==> config.mk <==
export PLATFORM = sky130hd
export DESIGN_NAME = l1b_buyruk_yanitlayici
export DESIGN_NICKNAME = d
export VERILOG_FILES = /design/src/rtl/l1b_buyruk_yanitlayici.sv
export SDC_FILE = /design/constraint.sdc
export NUM_CORES = 1
export LEC_CHECK = 0
export CAP_MARGIN = 20
export CORE_ASPECT_RATIO = 1.4
export CORE_UTILIZATION = 51
export DETAILED_ROUTE_END_ITERATION = 10
export PLACE_DENSITY_LB_ADDON = 0.08
export SLEW_MARGIN = 10
export SYNTH_ARGS = -nofsm -noshare
export SYNTH_HDL_FRONTEND = slang
export SYNTH_SLANG_ARGS = --single-unit
==> constraint.sdc <==
create_clock -name clk_i -period 3.74 [get_ports clk_i]
set_clock_uncertainty 0.1 [all_clocks]
set_input_delay 1.122 -clock clk_i [delete_from_list [all_inputs] [get_ports clk_i]]
set_output_delay 1.122 -clock clk_i [all_outputs]
set_load 0.01 [all_outputs]
==> src/rtl/l1b_buyruk_yanitlayici.sv <==
// l1b_buyruk_yanitlayici: instruction-fetch responder between getir1, instruction memory and getir2
module l1b_buyruk_yanitlayici #(
  parameter int PS_BIT = 32,
  parameter int VERI_BIT = 32,
  parameter int DERINLIK = 4
) (
  input  logic                clk_i,
  input  logic                rst_i,
  input  logic [PS_BIT-1:0]   g1_ps_i,
  input  logic                g1_ps_gecerli_i,
  output logic                g1_ps_kabul_o,
  output logic                g1_istek_yapildi_o,
  output logic [PS_BIT-1:0]   bellek_adres_o,
  output logic                bellek_istek_gecerli_o,
  input  logic                bellek_istek_hazir_i,
  input  logic [VERI_BIT-1:0] bellek_veri_i,
  input  logic                bellek_veri_gecerli_i,
  output logic [VERI_BIT-1:0] l1b_buyruk_o,
  output logic                l1b_buyruk_gecerli_o,
  input  logic                l1b_buyruk_hazir_i,
  output logic                hata_o
);
  localparam int AW = $clog2(DERINLIK);
  localparam int CW = AW + 1;
  localparam logic [CW-1:0] DER = CW'(DERINLIK);
  localparam logic BOS = 1'b0;
  localparam logic DOLU = 1'b1;
  logic                durum_r;
  logic [PS_BIT-1:0]   istek_adres_r;
  logic [CW-1:0]       kredi_r;
  logic [CW-1:0]       sayac_r;
  logic [AW-1:0]       yaz_r;
  logic [AW-1:0]       oku_r;
  logic [VERI_BIT-1:0] mem_r [DERINLIK];
  logic                hata_r;
  logic                verilen;
  logic                cek;
  logic                dolu;
  logic                yaz;
  // credit is compared in its registered form so a pop frees a slot only next cycle
  assign bellek_istek_gecerli_o = (durum_r == DOLU) && (kredi_r < DER);
  assign verilen = bellek_istek_gecerli_o && bellek_istek_hazir_i;
  assign g1_ps_kabul_o = g1_ps_gecerli_i && ((durum_r == BOS) || verilen);
  assign g1_istek_yapildi_o = verilen;
  assign bellek_adres_o = istek_adres_r;
  assign l1b_buyruk_gecerli_o = sayac_r != '0;
  assign l1b_buyruk_o = l1b_buyruk_gecerli_o ? mem_r[oku_r] : '0;
  assign cek = l1b_buyruk_gecerli_o && l1b_buyruk_hazir_i;
  assign dolu = sayac_r == DER;
  assign yaz = bellek_veri_gecerli_i && (!dolu || cek);
  assign hata_o = hata_r;
  always_ff @(posedge clk_i) begin
    if (rst_i) begin
      durum_r <= BOS;
      istek_adres_r <= '0;
      kredi_r <= '0;
      sayac_r <= '0;
      yaz_r <= '0;
      oku_r <= '0;
      hata_r <= 1'b0;
    end else begin
      if (g1_ps_kabul_o) istek_adres_r <= g1_ps_i & ~PS_BIT'(3);
      durum_r <= g1_ps_kabul_o ? DOLU : verilen ? BOS : durum_r;
      kredi_r <= kredi_r + CW'(verilen) - CW'(cek);
      sayac_r <= sayac_r + CW'(yaz) - CW'(cek);
      if (yaz) yaz_r <= yaz_r + 1'b1;
      if (cek) oku_r <= oku_r + 1'b1;
      if (bellek_veri_gecerli_i && dolu && !cek) hata_r <= 1'b1;
    end
  end
  always_ff @(posedge clk_i) begin
    if (yaz) mem_r[yaz_r] <= bellek_veri_i;
  end
endmodule

==> flow_metrics.tcl <==
set metrics [dict create \
    worstReg2RegStart "sayac_r[1]" \
    hold_viol_final 0 \
    fin_crit_sh 0.940 \
    fin_nets 637 \
    area_growth_pct 31.6 \
    cts_buffers 17 \
    synth_ff_type "edfxtp_1" \
    die_area_mm2 0.0141 \
    synth.distinct_cells 30 \
    power.density_mw_per_mm2 632 \
    htreeDepth 4 \
    regToRegSetupSlack_ps 1300 \
    nFillCells 934 \
    place_area_mm2 0.00855 \
    worst-path-max-fanout 2 \
    yosysSeqAreaShare 0.679 \
    clockRootBuffer "clkbuf_16" \
    synthesis.yosys.warnings 0 \
    io_buffers 134 \
    synth.most_common_cell "edfxtp_1" \
    synth.ff_latch_count 172 \
    core_area_mm2 0.0133 \
    clock_sinks 172 \
    n_antenna_cell 0 \
    ctsLongestPathBuffers 2 \
    num_vias 3823 \
    ys_async_sr_fraction 0 \
    cts_hold_buf 0 \
    drt_wl_total_mm 12.4 \
    fin_crit_ps 3520 \
    place_congestion 0.650 \
    path_class "in -> out" \
    startpoint "bellek_istek_hazir_i" \
    cts_tree "done" \
    track_usage 0.190 \
    hpwl_mm 7.85 \
    ir_drop_mv 0.321 \
    drtAntennaViolNets 0 \
    slew_violations 0 \
    multi_input_area_mm2 0.00205 \
    remaining_drc_errors 0 \
    synthDominantCellAreaShare 0.552 \
    first_global_vias 3941 \
    finish.instance_area_mm2 0.00916 \
    seq_area_mm2 0.00473 \
    drt_pass1_iterations 5 \
    max-cap-violations 0 \
    wl_per_cell_um 16.5 \
    hold_path.class "reg -> reg" \
    synth_edf_count 128 \
    end_kind "output port" \
    worst_pin_slew_ps 507 \
    rsz0062_at_grt "false" \
    synth_area_leaders "edfxtp_1 (55%), dfxtp_1 (13%), mux4_2 (10%)" \
    drt_iter0_markers 116 \
    layout-drive-gt1-share 0.161 \
    grt_max_degree 40 \
    netlist_top_cells_count "edfxtp_1 (128), nand2b_1 (63), dfxtp_1 (44), mux4_2 (32)" \
    synth.largest_area_cell "edfxtp_1" \
    routed_via_density 5.08 \
    die_w_um 101 \
    path_clk_slew_ps 70 \
    leakage_uw 0.00320 \
    holdCritStartpoint "bellek_adres_o[20]" \
    fin_setup_tns_ps 0 \
    worstPathCellList "clkdlybuf4s50_1 > and2_1 > clkdlybuf4s50_1" \
    fp-row-count 50 \
    antenna_found_initial 0 \
    num_io_pins 139 \
    arrival_ps 2290 \
    die_height_um 140 \
    start_kind "input pin" \
    slowest_delay_ps 540 \
    start_util 0.522 \
    overflow 0 \
    status "completed" \
    cp.required_ps 2520 \
    finalSetupViolations 0 \
    syn_avg_cell_area_um2 16.9 \
    netlist_instances 411 \
    maxSlewHeadroom 0.662 \
    cp_slowest_cell "clkdlybuf4s50_1" \
    clock_latency_ps 420 \
    fmax_mhz 284 \
    syn_area_mm2 0.00696 \
    cp_common_cell "clkdlybuf4s50_1" \
    grt_pass1_wl_mm 19.8 \
]
==> cells in the final DEF (no fill, tap or decap), drive strengths merged, types with 2 or more instances in the layout <==
cell,count
nor3,3
clkinvlp,2
inv,15
dfxtp,44
nor2b,36
nor2,10
fa,2
xor2,3
mux2i,31
mux4,32
edfxtp,128
clkbuf,18
and2,7
a21oi,3
conb,2
bufinv,3
clkinv,4
clkdlybuf4s50,133
buf,15
nand2b,63
ha,8
==> timing repair <==
action	CTS	global route
hold endpoints to repair	0	0
buffers inserted	0	0
resized for setup	0	1
endpoints found under the setup margin	0	1
==> sequential cells by signal, summed over array words and instances, names as in the netlist, named ones only <==
signal / flops
mem_r: 128
durum_r: 1
kredi_r: 3
bellek_adres_o: 30
hata_o: 1
yaz_r: 2
sayac_r: 3
oku_r: 2
==> stage by stage <==
| stage | std cells | util | hold WS, ps | worst slack [ps] | power (uW) |
|---|---|---|---|---|---|
| floorplan | 412 | - | 359 | 755 | 3350 |
| global placement | 720 | 0.642 | 357 | 43.5 | 4030 |
| detailed placement | 720 | 0.642 | 362 | 32.9 | 4060 |
| CTS | 752 | 0.687 | 375 | 18.0 | 5870 |
| global route | 752 | 0.688 | 393 | 199 | 6060 |
| finish | 752 | 0.688 | 376 | 225 | 5790 |
==> layer usage <==
metal | vias to the layer above | track usage | share of wire | wire length, um
met5 | - | 0 | 0 | 0
met4 | 0 | 0.0732 | 0.013 | 159
met3 | 11 | 0.0579 | 0.063 | 786
met2 | 137 | 0.329 | 0.52 | 6390
met1 | 1886 | 0.218 | 0.41 | 5060
li1 | 1789 | - | - | -
==> area by class of cell <==
| type | count | share of cell area |
|---|---|---|
| clock buffers | 18 | 0.0468 |
| well taps | 182 | 0.0249 |
| clock inverters | 14 | 0.0199 |
| inverters | 10 | 0.00410 |
| flip-flops and latches | 172 | 0.516 |
| repair buffers | 149 | 0.164 |
| multi-input cells | 207 | 0.224 |
==> cells by family after synthesis <==
| kind of cell | after synthesis | share of synthesized area |
|---|---|---|
| xor gates and xnor gates | 3 | 0.00378 |
| AOI/OAI and AO/OA | 6 | 0.00557 |
| adders and majority gates | 10 | 0.0201 |
| other | 1 | 0.000539 |
| DFF | 172 | 0.679 |
| buffers and inverters | 33 | 0.0297 |
| and+or+nand+nor | 122 | 0.112 |
| muxes | 64 | 0.150 |
==> where the power goes <==
part	total (uW)	internal, uW	switching (uW)
Clock	1800	1070	738
Combinational	1650	948	702
Sequential	2330	2250	88.8
==> critical path: cells and delay by family <==
kind / cells / cell delay, ps
buf+inv: 2 / 1020
simple gates: 1 / 150
==> final timing paths <==
kind / to / depth (start not counted)
worst max register to register: sayac_r[2] / 10
worst min-delay path: bellek_adres_o[20] / 2
worst min register to register: bellek_adres_o[20] / 2
worst max-delay path: g1_istek_yapildi_o / 3
No activity file was read; power rests on OpenSTA's default activity.
==> variant (same flow settings) <==
Reset style: asynchronous (`rst_i`), changed in one clocked block.
--- a/src/rtl/l1b_buyruk_yanitlayici.sv
+++ b/src/rtl/l1b_buyruk_yanitlayici.sv
@@ -49,7 +49,7 @@
   assign dolu = sayac_r == DER;
   assign yaz = bellek_veri_gecerli_i && (!dolu || cek);
   assign hata_o = hata_r;
-  always_ff @(posedge clk_i) begin
+  always_ff @(posedge clk_i or posedge rst_i) begin
     if (rst_i) begin
       durum_r <= BOS;
       istek_adres_r <= '0;
Check against the original RTL: differs if rst_i is asserted again (counterexample within 4 cycles, from zero or initial values and one cycle with rst_i high); with rst_i held inactive, the same outputs for 10 cycles.
==> variant against the original RTL <==
Die area down 4.1%. Sequential cell count fell by 2. Setup slack got worse by 74 ps. Power rose by 26%. Non-clock buffer count grew 1. Largest cell class unchanged. Final cell count shrank 14%. First-iteration DRC count is 26% higher. Area after synthesis decreased by 4.2%. Routed wire length shrank 4.1%. Cell area shrank 3.6%. Critical path depth up 1. Sequential share of layout area is 3.8 points higher.
==> variant: results (changes against the original RTL) <==
{
  "largest_register_ffs": {"value": 128, "change": "unchanged"},
  "first_global_vias": {"value": 3758, "change": "-4.6%"},
  "postSynth.asyncResetShare": {"value": 24.71, "unit": "%", "change": "+25 points"},
  "timing.critical_path.from": {"value": "oku_r[0]$_DFFE_PP0N_"},
  "drt-pass1-iter-count": {"value": 4, "change": "-1"},
  "worst_hold_path.num_cells": {"value": 1, "change": "-1"},
  "worstSetupEndpoint": {"value": "l1b_buyruk_o[0]"},
  "synthesis.yosys.warnings": {"value": 0, "change": "unchanged"},
  "timing.rr.start": {"value": "sayac_r[1]$_DFF_PP0_"},
  "wire_per_inst": {"value": 18.45, "unit": "um", "change": "+12%"},
  "arrival": {"value": 2370, "unit": "ps", "change": "+80 ps"},
  "ys_seq_area_share": {"value": 73.37, "unit": "%", "change": "+5.5 points"},
  "crit-reg2reg-capture": {"value": "sayac_r[2]$_DFF_PP0_"},
  "share_of_cells_above_drive_strength_1": {"value": 22.40, "unit": "%", "change": "+6.3 points"},
  "place_area": {"value": 8223, "unit": "um2", "change": "-3.8%"},
  "gp_routability_congestion": {"value": 0.6768, "change": "+4.1%"},
  "ir_drop": {"value": 0.0003964, "unit": "V", "change": "+23%"},
  "largest_net_degree_at_the_start_of_global_routing": {"value": 34, "change": "-15%"},
  "hpwlAfterDp": {"value": 7668, "unit": "um", "change": "-2.3%"},
  "critPathSlowestCell": {"value": "mux4_1"},
  "total_leakage_power": {"value": 3.186, "unit": "nW", "change": "-0.50%"},
  "status": {"value": "completed"},
  "n_antenna_cell": {"value": 0, "change": "unchanged"},
  "grt_first_pass_wirelength": {"value": 19000, "unit": "um", "change": "-4.0%"},
  "hp-start": {"value": "hata_o$_DFFE_PP0P_"},
  "hold-worst-slack": {"value": 380.0, "unit": "ps", "change": "+4.334 ps"},
  "synth.top_cells.by_count": {"value": "edfxtp_1, dfrtp_1, and2_1, mux2_2, mux4_2"},
  "source_to_sink_clock_delay_at_the_later_pin_of_the_worst_skew_pair": {"value": 410, "unit": "ps"},
  "yosys-top-cells-area": {"value": "edfxtp_1, dfrtp_1, mux4_2"},
  "setup.reg_to_reg.worst_slack": {"value": 1050, "unit": "ps", "change": "-250 ps"},
  "clk_path_buf_depth": {"value": 2, "change": "unchanged"},
  "largest_stage_delay_on_the_critical_path": {"value": 610, "unit": "ps", "change": "+70 ps"},
  "finish.net_count": {"value": 559, "change": "-12%"},
  "drt_iter0_markers": {"value": 146, "change": "+26%"},
  "path_max_fanout": {"value": 19, "change": "+17"},
  "netlist-cell-type-count": {"value": 24, "change": "-20%"},
  "worstHoldEndpoint": {"value": "hata_o$_DFFE_PP0P_"}
}
variant: changes by cell type after synthesis, sizes merged, moves of 3 or more:
cell,before,now
nand2b,63,1
dfxtp,44,0
dfrtp,0,42
nor2b,36,2
and2,7,38
mux2i,31,0
mux2,1,31
nor2,10,0
xnor2,0,6
a21oi,3,0
buf,15,12
clkbuf,8,5
nor3,3,0
variant: final cells by class:
class | instances | area, um2
Clock buffer | 19 | 432.9
Clock inverter | 12 | 151.4
Fill cell | 880 | 3976
Inverter | 11 | 41.29
Multi-Input combinational cell | 129 | 1602
Sequential cell | 170 | 4897
Tap cell | 153 | 191.4
Timing Repair Buffer | 150 | 1521
variant: kinds of logic after synthesis:
family	synth area share, %
compound gates	0.3938
xor+xnor	0.9190
fa+ha+maj	2.101
buf+inv	2.757
flops	73.37
mux	16.26
other cells	0.05621
simple gates	4.145
variant: timing repair:
item,4_1_cts,5_1_grt
gates resized for setup,0,1
buffers inserted,0,0
endpoints found under the setup margin,0,1
variant: per-layer routing:
layer	vias up	track usage, %	part of all wire (%)
met5	-	0	0
met4	0	7.546	0.71
met3	7	6.596	6.7
met2	110	33.41	52
met1	1740	21.95	40
li1	1546	-	-
variant: critical path, delay by kind of cell, from the launching register on:
family,cells,cell delay [ps]
DFF,1,350
muxes,1,610
and+or+nand+nor,1,170
buffers and inverters,2,820
variant: metrics by stage:
stage,std cells,worst slack (ps)
2_1_floorplan,327,758.3
6_report,644,150.4
5_1_grt,644,24.68
3_5_place_dp,612,30.28
4_1_cts,643,21.00
3_3_place_gp,612,54.62
variant: report_power, final:
| group | total [mW] | internal, mW | switching, mW |
|---|---|---|---|
| Clock | 1.72 | 1.04 | 0.679 |
| Sequential | 2.76 | 2.57 | 0.189 |
| Combinational | 2.78 | 1.64 | 1.14 |
